**src/rtl/cpu_pkg.sv**
```systemverilog
// Shared CPU definitions: opcode map, instruction field positions, datapath
// widths and the prefetch state encoding used by the fetch stage.
package cpu_pkg;

    localparam int PC_W    = 8;
    localparam int INSTR_W = 16;

    // Opcode map (ir[15:12]).
    localparam logic [3:0] OP_ADD  = 4'b0000;
    localparam logic [3:0] OP_ADDI = 4'b0001;
    localparam logic [3:0] OP_SUB  = 4'b0010;
    localparam logic [3:0] OP_AND  = 4'b0011;
    localparam logic [3:0] OP_OR   = 4'b0100;
    localparam logic [3:0] OP_BEQ  = 4'b0101;
    localparam logic [3:0] OP_BNE  = 4'b0110;
    localparam logic [3:0] OP_LW   = 4'b0111;
    localparam logic [3:0] OP_SW   = 4'b1000;
    localparam logic [3:0] OP_JMP  = 4'b1001;
    localparam logic [3:0] OP_SLT  = 4'b1010;
    localparam logic [3:0] OP_SLL  = 4'b1011;
    localparam logic [3:0] OP_SRL  = 4'b1100;
    localparam logic [3:0] OP_HLT  = 4'b1101;
    localparam logic [3:0] OP_LUI  = 4'b1110;
    localparam logic [3:0] OP_BLT  = 4'b1111;

    // Instruction field bit positions.
    localparam int OPC_HI = 15;
    localparam int OPC_LO = 12;
    localparam int RD_HI  = 11;
    localparam int RD_LO  = 10;
    localparam int RS_HI  = 9;
    localparam int RS_LO  = 8;
    localparam int RT_HI  = 7;
    localparam int RT_LO  = 6;
    localparam int IMM_HI = 7;
    localparam int IMM_LO = 0;

    // Prefetch FSM encoding.
    localparam logic [1:0] ST_REQ  = 2'd0;
    localparam logic [1:0] ST_WAIT = 2'd1;
    localparam logic [1:0] ST_FULL = 2'd2;

    function automatic logic [3:0] ir_opcode(input logic [15:0] word);
        return word[OPC_HI:OPC_LO];
    endfunction

endpackage

```
**src/rtl/branch_resolve.sv**
```systemverilog
// Resolve-cycle decision: given the freshly loaded opcode and the ALU flags,
// decide whether the PC is redirected (branch/jump) or the core halts.
module branch_resolve #(
    parameter int PC_W = 8
) (
    input  logic            en,
    input  logic [3:0]      opcode,
    input  logic            alu_eq,
    input  logic            alu_gt,
    input  logic [PC_W-1:0] pc,
    input  logic [7:0]      imm8,
    output logic            pc_load,
    output logic [PC_W-1:0] next_pc,
    output logic            halt
);
    import cpu_pkg::*;

    logic [PC_W-1:0] seq_pc;
    logic [PC_W-1:0] offset;
    logic [PC_W-1:0] target;
    logic [PC_W-1:0] jump_pc;

    // All PC arithmetic wraps modulo 2^PC_W; imm8 is a signed word offset.
    assign seq_pc  = pc + PC_W'(1);
    assign offset  = PC_W'($signed(imm8));
    assign target  = seq_pc + offset;
    assign jump_pc = PC_W'(imm8);

    // Decode the opcode; a branch always loads the PC (taken or fall-through).
    always_comb begin
        pc_load = 1'b0;
        halt    = 1'b0;
        next_pc = seq_pc;
        if (en) begin
            case (opcode)
                OP_BEQ: begin
                    pc_load = 1'b1;
                    if (alu_eq) next_pc = target;
                end
                OP_BNE: begin
                    pc_load = 1'b1;
                    if (!alu_eq) next_pc = target;
                end
                OP_BLT: begin
                    pc_load = 1'b1;
                    if (!alu_eq && !alu_gt) next_pc = target;
                end
                OP_JMP: begin
                    pc_load = 1'b1;
                    next_pc = jump_pc;
                end
                OP_HLT: begin
                    halt = 1'b1;
                end
                default: begin
                end
            endcase
        end
    end

endmodule

```
**src/rtl/fetch_unit.sv**
```systemverilog
// Instruction-fetch stage: owns the PC and IR, prefetches one instruction word
// and resolves branch/jump/halt in the cycle after each IR load.
//
// Memory handshake: imem_req is a one-cycle request for imem_addr (== pc).
// The memory answers with exactly one imem_valid pulse carrying imem_rdata,
// one or more cycles later. Only a response seen in WAIT is captured; a
// response coinciding with a PC change, or arriving outside WAIT, is dropped.
module fetch_unit #(
    parameter int              PC_W     = 8,
    parameter int              INSTR_W  = 16,
    parameter logic [PC_W-1:0] RESET_PC = '0
) (
    input  logic               clk,
    input  logic               rst,
    input  logic               ir_write,
    input  logic               pc_write,
    input  logic               alu_eq,
    input  logic               alu_gt,
    output logic               imem_req,
    output logic [PC_W-1:0]    imem_addr,
    input  logic [INSTR_W-1:0] imem_rdata,
    input  logic               imem_valid,
    output logic [INSTR_W-1:0] ir,
    output logic [3:0]         opcode,
    output logic [1:0]         rd,
    output logic [1:0]         rs,
    output logic [1:0]         rt,
    output logic [7:0]         imm8,
    output logic [PC_W-1:0]    pc,
    output logic               fetch_stall,
    output logic               halted,
    output logic [1:0]         dbg_state,
    output logic               dbg_buf_valid
);
    import cpu_pkg::*;

    logic [1:0]         state;
    logic [INSTR_W-1:0] buf_q;
    logic               buf_valid;
    logic [INSTR_W-1:0] ir_q;
    logic [PC_W-1:0]    pc_q;
    logic               halted_q;
    logic               ir_fresh;

    logic               load;
    logic               resolve_en;
    logic               br_pc_load;
    logic [PC_W-1:0]    br_next_pc;
    logic               br_halt;
    logic               pc_change;
    logic [PC_W-1:0]    pc_next;

    assign load       = ir_write && buf_valid && !halted_q;
    assign resolve_en = ir_fresh && !halted_q;

    branch_resolve #(.PC_W(PC_W)) u_branch_resolve (
        .en      (resolve_en),
        .opcode  (ir_opcode(ir_q)),
        .alu_eq  (alu_eq),
        .alu_gt  (alu_gt),
        .pc      (pc_q),
        .imm8    (ir_q[IMM_HI:IMM_LO]),
        .pc_load (br_pc_load),
        .next_pc (br_next_pc),
        .halt    (br_halt)
    );

    // Resolve wins over a simultaneous pc_write.
    assign pc_change = !halted_q && (br_pc_load || pc_write);
    assign pc_next   = br_pc_load ? br_next_pc : pc_q + PC_W'(1);

    // Prefetch FSM: any PC change restarts the request at the new address.
    always_ff @(posedge clk) begin
        if (rst) begin
            state <= ST_REQ;
        end else if (halted_q) begin
            state <= state;
        end else if (pc_change) begin
            state <= ST_REQ;
        end else begin
            case (state)
                ST_REQ:  state <= ST_WAIT;
                ST_WAIT: if (imem_valid) state <= ST_FULL;
                ST_FULL: state <= ST_FULL;
                default: state <= ST_REQ;
            endcase
        end
    end

    // Prefetch buffer: filled by the memory response, emptied by an IR load or PC change.
    always_ff @(posedge clk) begin
        if (rst) begin
            buf_q     <= '0;
            buf_valid <= 1'b0;
        end else if (!halted_q) begin
            if (pc_change || load) begin
                buf_valid <= 1'b0;
            end else if (state == ST_WAIT && imem_valid) begin
                buf_q     <= imem_rdata;
                buf_valid <= 1'b1;
            end
        end
    end

    // IR load and the one-cycle "fresh" flag that opens the resolve cycle.
    always_ff @(posedge clk) begin
        if (rst) begin
            ir_q     <= '0;
            ir_fresh <= 1'b0;
        end else begin
            if (load) ir_q <= buf_q;
            ir_fresh <= load;
        end
    end

    // PC register and sticky halt.
    always_ff @(posedge clk) begin
        if (rst) begin
            pc_q     <= RESET_PC;
            halted_q <= 1'b0;
        end else begin
            if (pc_change) pc_q <= pc_next;
            if (br_halt) halted_q <= 1'b1;
        end
    end

    // Catch the FSM asserting pc_write in a resolve cycle that acts on the PC.
    always_ff @(posedge clk) begin
        if (!rst) begin
            assert (!(pc_write && (br_pc_load || br_halt)));
        end
    end

    assign imem_req      = (state == ST_REQ) && !halted_q && !rst;
    assign imem_addr     = pc_q;
    assign pc            = pc_q;
    assign ir            = ir_q;
    assign opcode        = ir_q[OPC_HI:OPC_LO];
    assign rd            = ir_q[RD_HI:RD_LO];
    assign rs            = ir_q[RS_HI:RS_LO];
    assign rt            = ir_q[RT_HI:RT_LO];
    assign imm8          = ir_q[IMM_HI:IMM_LO];
    assign fetch_stall   = ir_write && !buf_valid;
    assign halted        = halted_q;
    assign dbg_state     = state;
    assign dbg_buf_valid = buf_valid;

endmodule
```
**config.mk**
```make
export PLATFORM = sky130hd
export DESIGN_NAME = fetch_unit
export DESIGN_NICKNAME = d
export VERILOG_FILES = /design/src/rtl/cpu_pkg.sv /design/src/rtl/branch_resolve.sv /design/src/rtl/fetch_unit.sv
export SDC_FILE = /design/constraint.sdc
export NUM_CORES = 1
export LEC_CHECK = 0
export CORE_MARGIN = 4
export CORE_UTILIZATION = 44
export CTS_BUF_LIST = sky130_fd_sc_hd__clkbuf_2
export CTS_CLUSTER_DIAMETER = 200
export DETAILED_ROUTE_END_ITERATION = 7
export GPL_ROUTABILITY_DRIVEN = 0
export PLACE_DENSITY = 0.79
export SYNTH_ARGS = -nofsm -noshare
export SYNTH_HDL_FRONTEND = slang
export SYNTH_SLANG_ARGS = --single-unit
```
**constraint.sdc**
```tcl
create_clock -name clk -period 2.45 [get_ports clk]
set_clock_uncertainty 0.1 [all_clocks]
set_input_delay 0.49 -clock clk [delete_from_list [all_inputs] [get_ports clk]]
set_output_delay 0.49 -clock clk [all_outputs]
set_load 0.05 [all_outputs]
```
* After elaboration in Yosys (flattened, before gate mapping) *
Cells that the tools add are included.

word-level totals
  bits in registers = 45
  input port bits = 23
  output and inout port bits = 56
  logic and storage cells = 56

cells by class
  $add $sub $neg = 2
  eq/ne operators = 8
  mux-type cells = 15
  bitwise gates (word level) = 2
  reduce and logical (&&, ||, !) cells = 22

operator list
  operator                                              number
  2-to-1 mux 8 bit                                      5
  case mux 8 bit (4 select lines)                       1
  equality test 4 bit (second input constant)           3
  logical AND 1 bit                                     9
  adder 8 x 1 -> 8 bit (second input constant)          1
  adder 8 bit                                           1
  equality test 4 x 3 -> 1 bit (second input constant)  2
  2-to-1 mux 1 bit                                      6
  case mux 2 bit (3 select lines)                       1
  zero test 1 bit                                       5
  2-to-1 mux 2 bit                                      2
  AND reduction 2 bit                                   2
  OR reduction 4 bit                                    1
  != test 3 bit (second input constant)                 1
  AND reduction 3 bit                                   1
  equality test 2 x 1 -> 1 bit (second input constant)  1
  equality test 2 bit (second input constant)           1
  zero test 2 bit                                       1
  logical OR 1 bit                                      2
  NOT 1 bit                                             2
  nonzero test 2 bit                                    1

* Logic depth before layout (Yosys ltp) *
  depth in word-level cells = 9
  depth in mapped cells = 11
  depth with buffers taken out = 11

* By module *
From an unflattened synthesis, not the netlist that was laid out.

unflattened totals
  cells, all modules = 375
  area total of the unflattened synthesis = 3095.5 um2

modules (own cells, without submodules)
  module          times used  cells each  area each (um2)  seq. area each (um2)
  fetch_unit      1           260         2296.0           900.9
  branch_resolve  1           115         799.5            0.0

* Worst setup path after synthesis *
No wires, ideal clock.

  kind = flip-flop to flip-flop
  start = register pc_q[0], in the netlist imem_addr[0]
  end = register pc_q[7], in the netlist imem_addr[7]
  setup time = 86 ps
  data arrival time = 2905 ps
  data required time = 2264 ps
  slack = -640 ps
  stages on the path, launching flop included = 11
  period minus slack after synthesis = 3090 ps
  cell sequence = dfxtp_1 ha_1 nand3_1 xnor2_1 ha_1 a21o_1 a2111oi_0 mux2i_1 a2111oi_2 a41oi_1 a211oi_1

on the way
  longest elaborated chain between the ends = 6

RTL lines
  element                              RTL line                                                          text
  from (decl)                          fetch_unit.sv:41                                                  logic [PC_W-1:0] pc_q;
  from (signal assigned)               fetch_unit.sv:122                                                 if (pc_change) pc_q <= pc_next;
  adder 8 x 1 -> 8 bit *               branch_resolve.sv:24, fetch_unit.sv:70
  adder 8 bit                          branch_resolve.sv:26                                              assign target = seq_pc + offset;
  2-to-1 mux 8 bit (on tied branches)  branch_resolve.sv:46, branch_resolve.sv:38, branch_resolve.sv:42
  case mux 8 bit (4 select lines)      branch_resolve.sv:35                                              case (opcode)
  2-to-1 mux 8 bit                     branch_resolve.sv:34                                              if (en) begin
  2-to-1 mux 8 bit *                   fetch_unit.sv:70                                                  assign pc_next = br_pc_load ? br_next_pc : pc_q + PC_W'(1);

Every way passes the cells marked *; elsewhere a longest branch is shown, timed or not.
A chain may end at the register's enable or synchronous reset.

* Final worst setup path *
  start = register pc_q[1], in the netlist imem_addr[1]
  end = register pc_q[7], in the netlist imem_addr[7]

The elaborated chain is that of the path after synthesis.

==> impl_metrics.env <==
export IMPL_clock_sinks=45
export IMPL_grt_pass1_wl_um=11300
export IMPL_combPwrFrac_pct=15.6
export IMPL_power_internal_mw=0.907
export IMPL_grt_antenna_before_repair=0
export IMPL_drive_above_1_share_pct=16.2
export IMPL_timing_fmax_mhz=391
export IMPL_critPathLaunchType="flop"
export IMPL_initial_utilization_pct=46.5
export IMPL_overflow=0
export IMPL_ys_flop_type="dfxtp_1"
export IMPL_ys_top_cells_by_area="dfxtp_1 34%, buf_4 8.0%, mux2i_1 6.8%"
export IMPL_yosysWarnings=0
export IMPL_stdcell_count=460
export IMPL_pin_count=79
export IMPL_dieArea_mm2=0.00730
export IMPL_postSynthAreaPerCell_um2=8.37
export IMPL_worstPathArrival_ns=2.82
export IMPL_synth_top_area_cell="dfxtp_1"
export IMPL_pwr_share_clk_pct=24.3
export IMPL_fin_crit_sh_pct=104
export IMPL_num_vias=2482
export IMPL_die_y_um=85.4
export IMPL_synthArstFlopShare_pct=0
export IMPL_hpwl_um=5270
export IMPL_path_cells="ha_4, nand3_4, buf_4, nor2_1, xor2_1, ha_1, nor3_2, a221oi_2, a2111oi_2, a41oi_1, a211oi_1"
export IMPL_clk_pin_slew_ns=0.23
export IMPL_worst_slew_pin_slew_ns=0.525
export IMPL_ys_ff_latch=45
export IMPL_worst_path_max_delay_cell="dfxtp_4"
export IMPL_cts_tree="yes"
export IMPL_drt_first_pass_iters=5
export IMPL_rsz0062_at_grt="true"
export IMPL_slew_violations=0
export IMPL_status="complete, but fails checks"
export IMPL_synth_nets=350
export IMPL_core_area_mm2=0.00568
export IMPL_rows=27
export IMPL_drc_errors=0
export IMPL_nets=422
export IMPL_syn_to_final_growth_pct=38.2
export IMPL_wirelength_um=7080
export IMPL_slew_headroom_pct=65.0
export IMPL_dp_cells=450
export IMPL_drt_first_iter_violations=109
export IMPL_cp_top_family="compound AO/OA/AOI/OAI gates"
export IMPL_clock_latency_ns=0.42
export IMPL_cp_max_fo=3
export IMPL_swShare_pct=27.8
export IMPL_violations="setup timing"
export IMPL_fin_tns_setup_ns=-0.106
export IMPL_critical_path_class="flop to flop"
export IMPL_clockBufferDepth=2
export IMPL_seq_area_frac_synth_pct=34.2
export IMPL_viasPerCell=5.40
export IMPL_ir_drop_v=0.000305
export IMPL_whs_ns=0.358
export IMPL_grtUsageTotal_pct=19.1
export IMPL_root_buffer="clkbuf_2"
export IMPL_synth_cell_types=51
export IMPL_slowest_delay_ns=0.41
export IMPL_cp_num_buf_inv=1
export IMPL_p_leak_nw=1.71
export IMPL_powerDensity_mw_per_mm2=344
export IMPL_port_buffers=78
export IMPL_antenna_cells=0
export IMPL_power_switching_mw=0.348
export IMPL_grt_pass1_vias=2348
export IMPL_synth_top_area_share_pct=34.2
export IMPL_cap_violations=0
export IMPL_finalSetupViolCount=1
export IMPL_drtAntennaViolNets=0
export IMPL_grt_max_degree=44
export IMPL_numCtsBuffers=5
export IMPL_setup_worst_path_end_class="flop"
export IMPL_worst_slack_ns=-0.106
export IMPL_hold_path_class="flop to flop"
export IMPL_seq_power_share_pct=60.0
export IMPL_synth_cells=315
export IMPL_syn_cell_area_mm2=0.00264
export IMPL_critPathRequiredTime_ns=2.71
export IMPL_min_period_ns=2.56
export IMPL_htreeDepth=2
export IMPL_wl_per_cell_um=15.4
export IMPL_die_width_um=85.4
export IMPL_finalHoldViolCount=0
export IMPL_synth_edf_count=0
[cell usage in the layout, fill, tap and decap left out, drive strengths merged, types with 2 or more instances in the layout]
cell type and count:
clkdlybuf4s50 59, dfxtp 45, nand2 43, buf 30, nor2 28, a21oi 27
mux2i 18, dlymetal6s2s 14, inv 12, ha 11, nand2b 10, nand3 8
o21ai 8, xor2 6, clkbuf 6, xnor2 6, a22oi 4, o22ai 4
nor3 4, a211oi 4, nor2b 3, a21o 3, dlygate4sd2 3, a2111oi 3
nor4b 2, o21a 2, a41oi 2, clkinv 2, nor3b 2, and4bb 2
[routing by layer]
| layer | vias up | part of all wire, % | GRT usage, % |
|---|---|---|---|
| met5 | - | 0 | 0 |
| met3 | 10 | 6.8 | 5.24 |
| li1 | 1214 | - | - |
| met2 | 98 | 48 | 31.6 |
| met4 | 0 | 1.5 | 4.89 |
| met1 | 1160 | 43 | 24.5 |
[worst paths after layout]
check                                                from                         to  slack, ns  depth (start not counted)
worst max-delay path            imem_addr[1]$_SDFFE_PP0P_  imem_addr[7]$_SDFFE_PP0P_      -0.11                         11
worst min-delay path                buf_q[4]$_SDFFE_PP0P_         ir[4]$_SDFFE_PP0P_       0.36                          2
worst max register to register  imem_addr[1]$_SDFFE_PP0P_  imem_addr[7]$_SDFFE_PP0P_      -0.11                         11
worst min register to register      buf_q[4]$_SDFFE_PP0P_         ir[4]$_SDFFE_PP0P_       0.36                          2
[cell type report]
type                            instances  area, µm²
Timing Repair Buffer                  106       1040
Clock inverter                          2       10.0
Tap cell                               72       90.1
Fill cell                             489       2030
Clock buffer                            6       30.0
Inverter                               12       45.0
Sequential cell                        45        915
Multi-Input combinational cell        217       1510
[metrics by stage]
step                worst slack [ns]  total power, mW  instance area, µm²  util (%)
floorplan                     -0.148            0.878                2680         -
CTS                          -0.0643             1.26                3580      63.1
finish                        -0.106             1.26                3650      64.2
detailed placement            -0.156            0.963                3500      61.6
global placement             0.00173            0.958                3500      61.6
global route                  -0.346             1.31                3650      64.2
[cell usage after synthesis, types with 7 or more instances]
master	instances
a21oi_1	27
buf_4	28
clkbuf_1	9
dfxtp_1	45
ha_1	11
inv_1	12
mux2i_1	18
nand2_1	43
nand2b_1	10
nand3_1	7
nor2_1	27
o21ai_0	8
[kinds of logic after synthesis]
| logic type | Yosys count | synth area share (%) |
|---|---|---|
| muxes | 18 | 6.83 |
| xor gates and xnor gates | 12 | 3.98 |
| adders and majority gates | 12 | 5.98 |
| buffers and inverters | 53 | 12.0 |
| AOI/OAI and AO/OA | 66 | 16.7 |
| and+or+nand+nor | 109 | 20.4 |
| DFF | 45 | 34.2 |
[registers in the layout, summed over array words and instances (netlist names)]
name and cells:
dbg_buf_valid 1, imem_addr 8, buf_q 16, ir 16
dbg_state 2, ir_fresh 1, halted 1
[power by group through the flow]
stage / logic (mW) / registers (mW) / clock network, mW
after CTS: 0.196 / 0.754 / 0.310
after floorplan: 0.0900 / 0.788 / 0
after global routing: 0.210 / 0.756 / 0.346
after global placement: 0.191 / 0.767 / 0
final: 0.196 / 0.754 / 0.305
after detailed placement: 0.195 / 0.768 / 0
[repair_timing]
item                       CTS  global route
gates cloned                 0             0
hold buffers                 0             0
setup endpoints to repair    5            17
resized for setup            8            21
pin swaps                    2             1
buffers inserted             2             0
[worst reg2reg max path: stages, from the launching register on]
cell and delay (ns):
dfxtp_4 0.41, ha_4 0.15, nand3_4 0.09, buf_4 0.15, nor2_1 0.12, xor2_1 0.25, ha_1 0.30, nor3_2 0.20
a221oi_2 0.07, a2111oi_2 0.39, a41oi_1 0.08, a211oi_1 0.22
No activity file was read; power rests on OpenSTA's default activity.
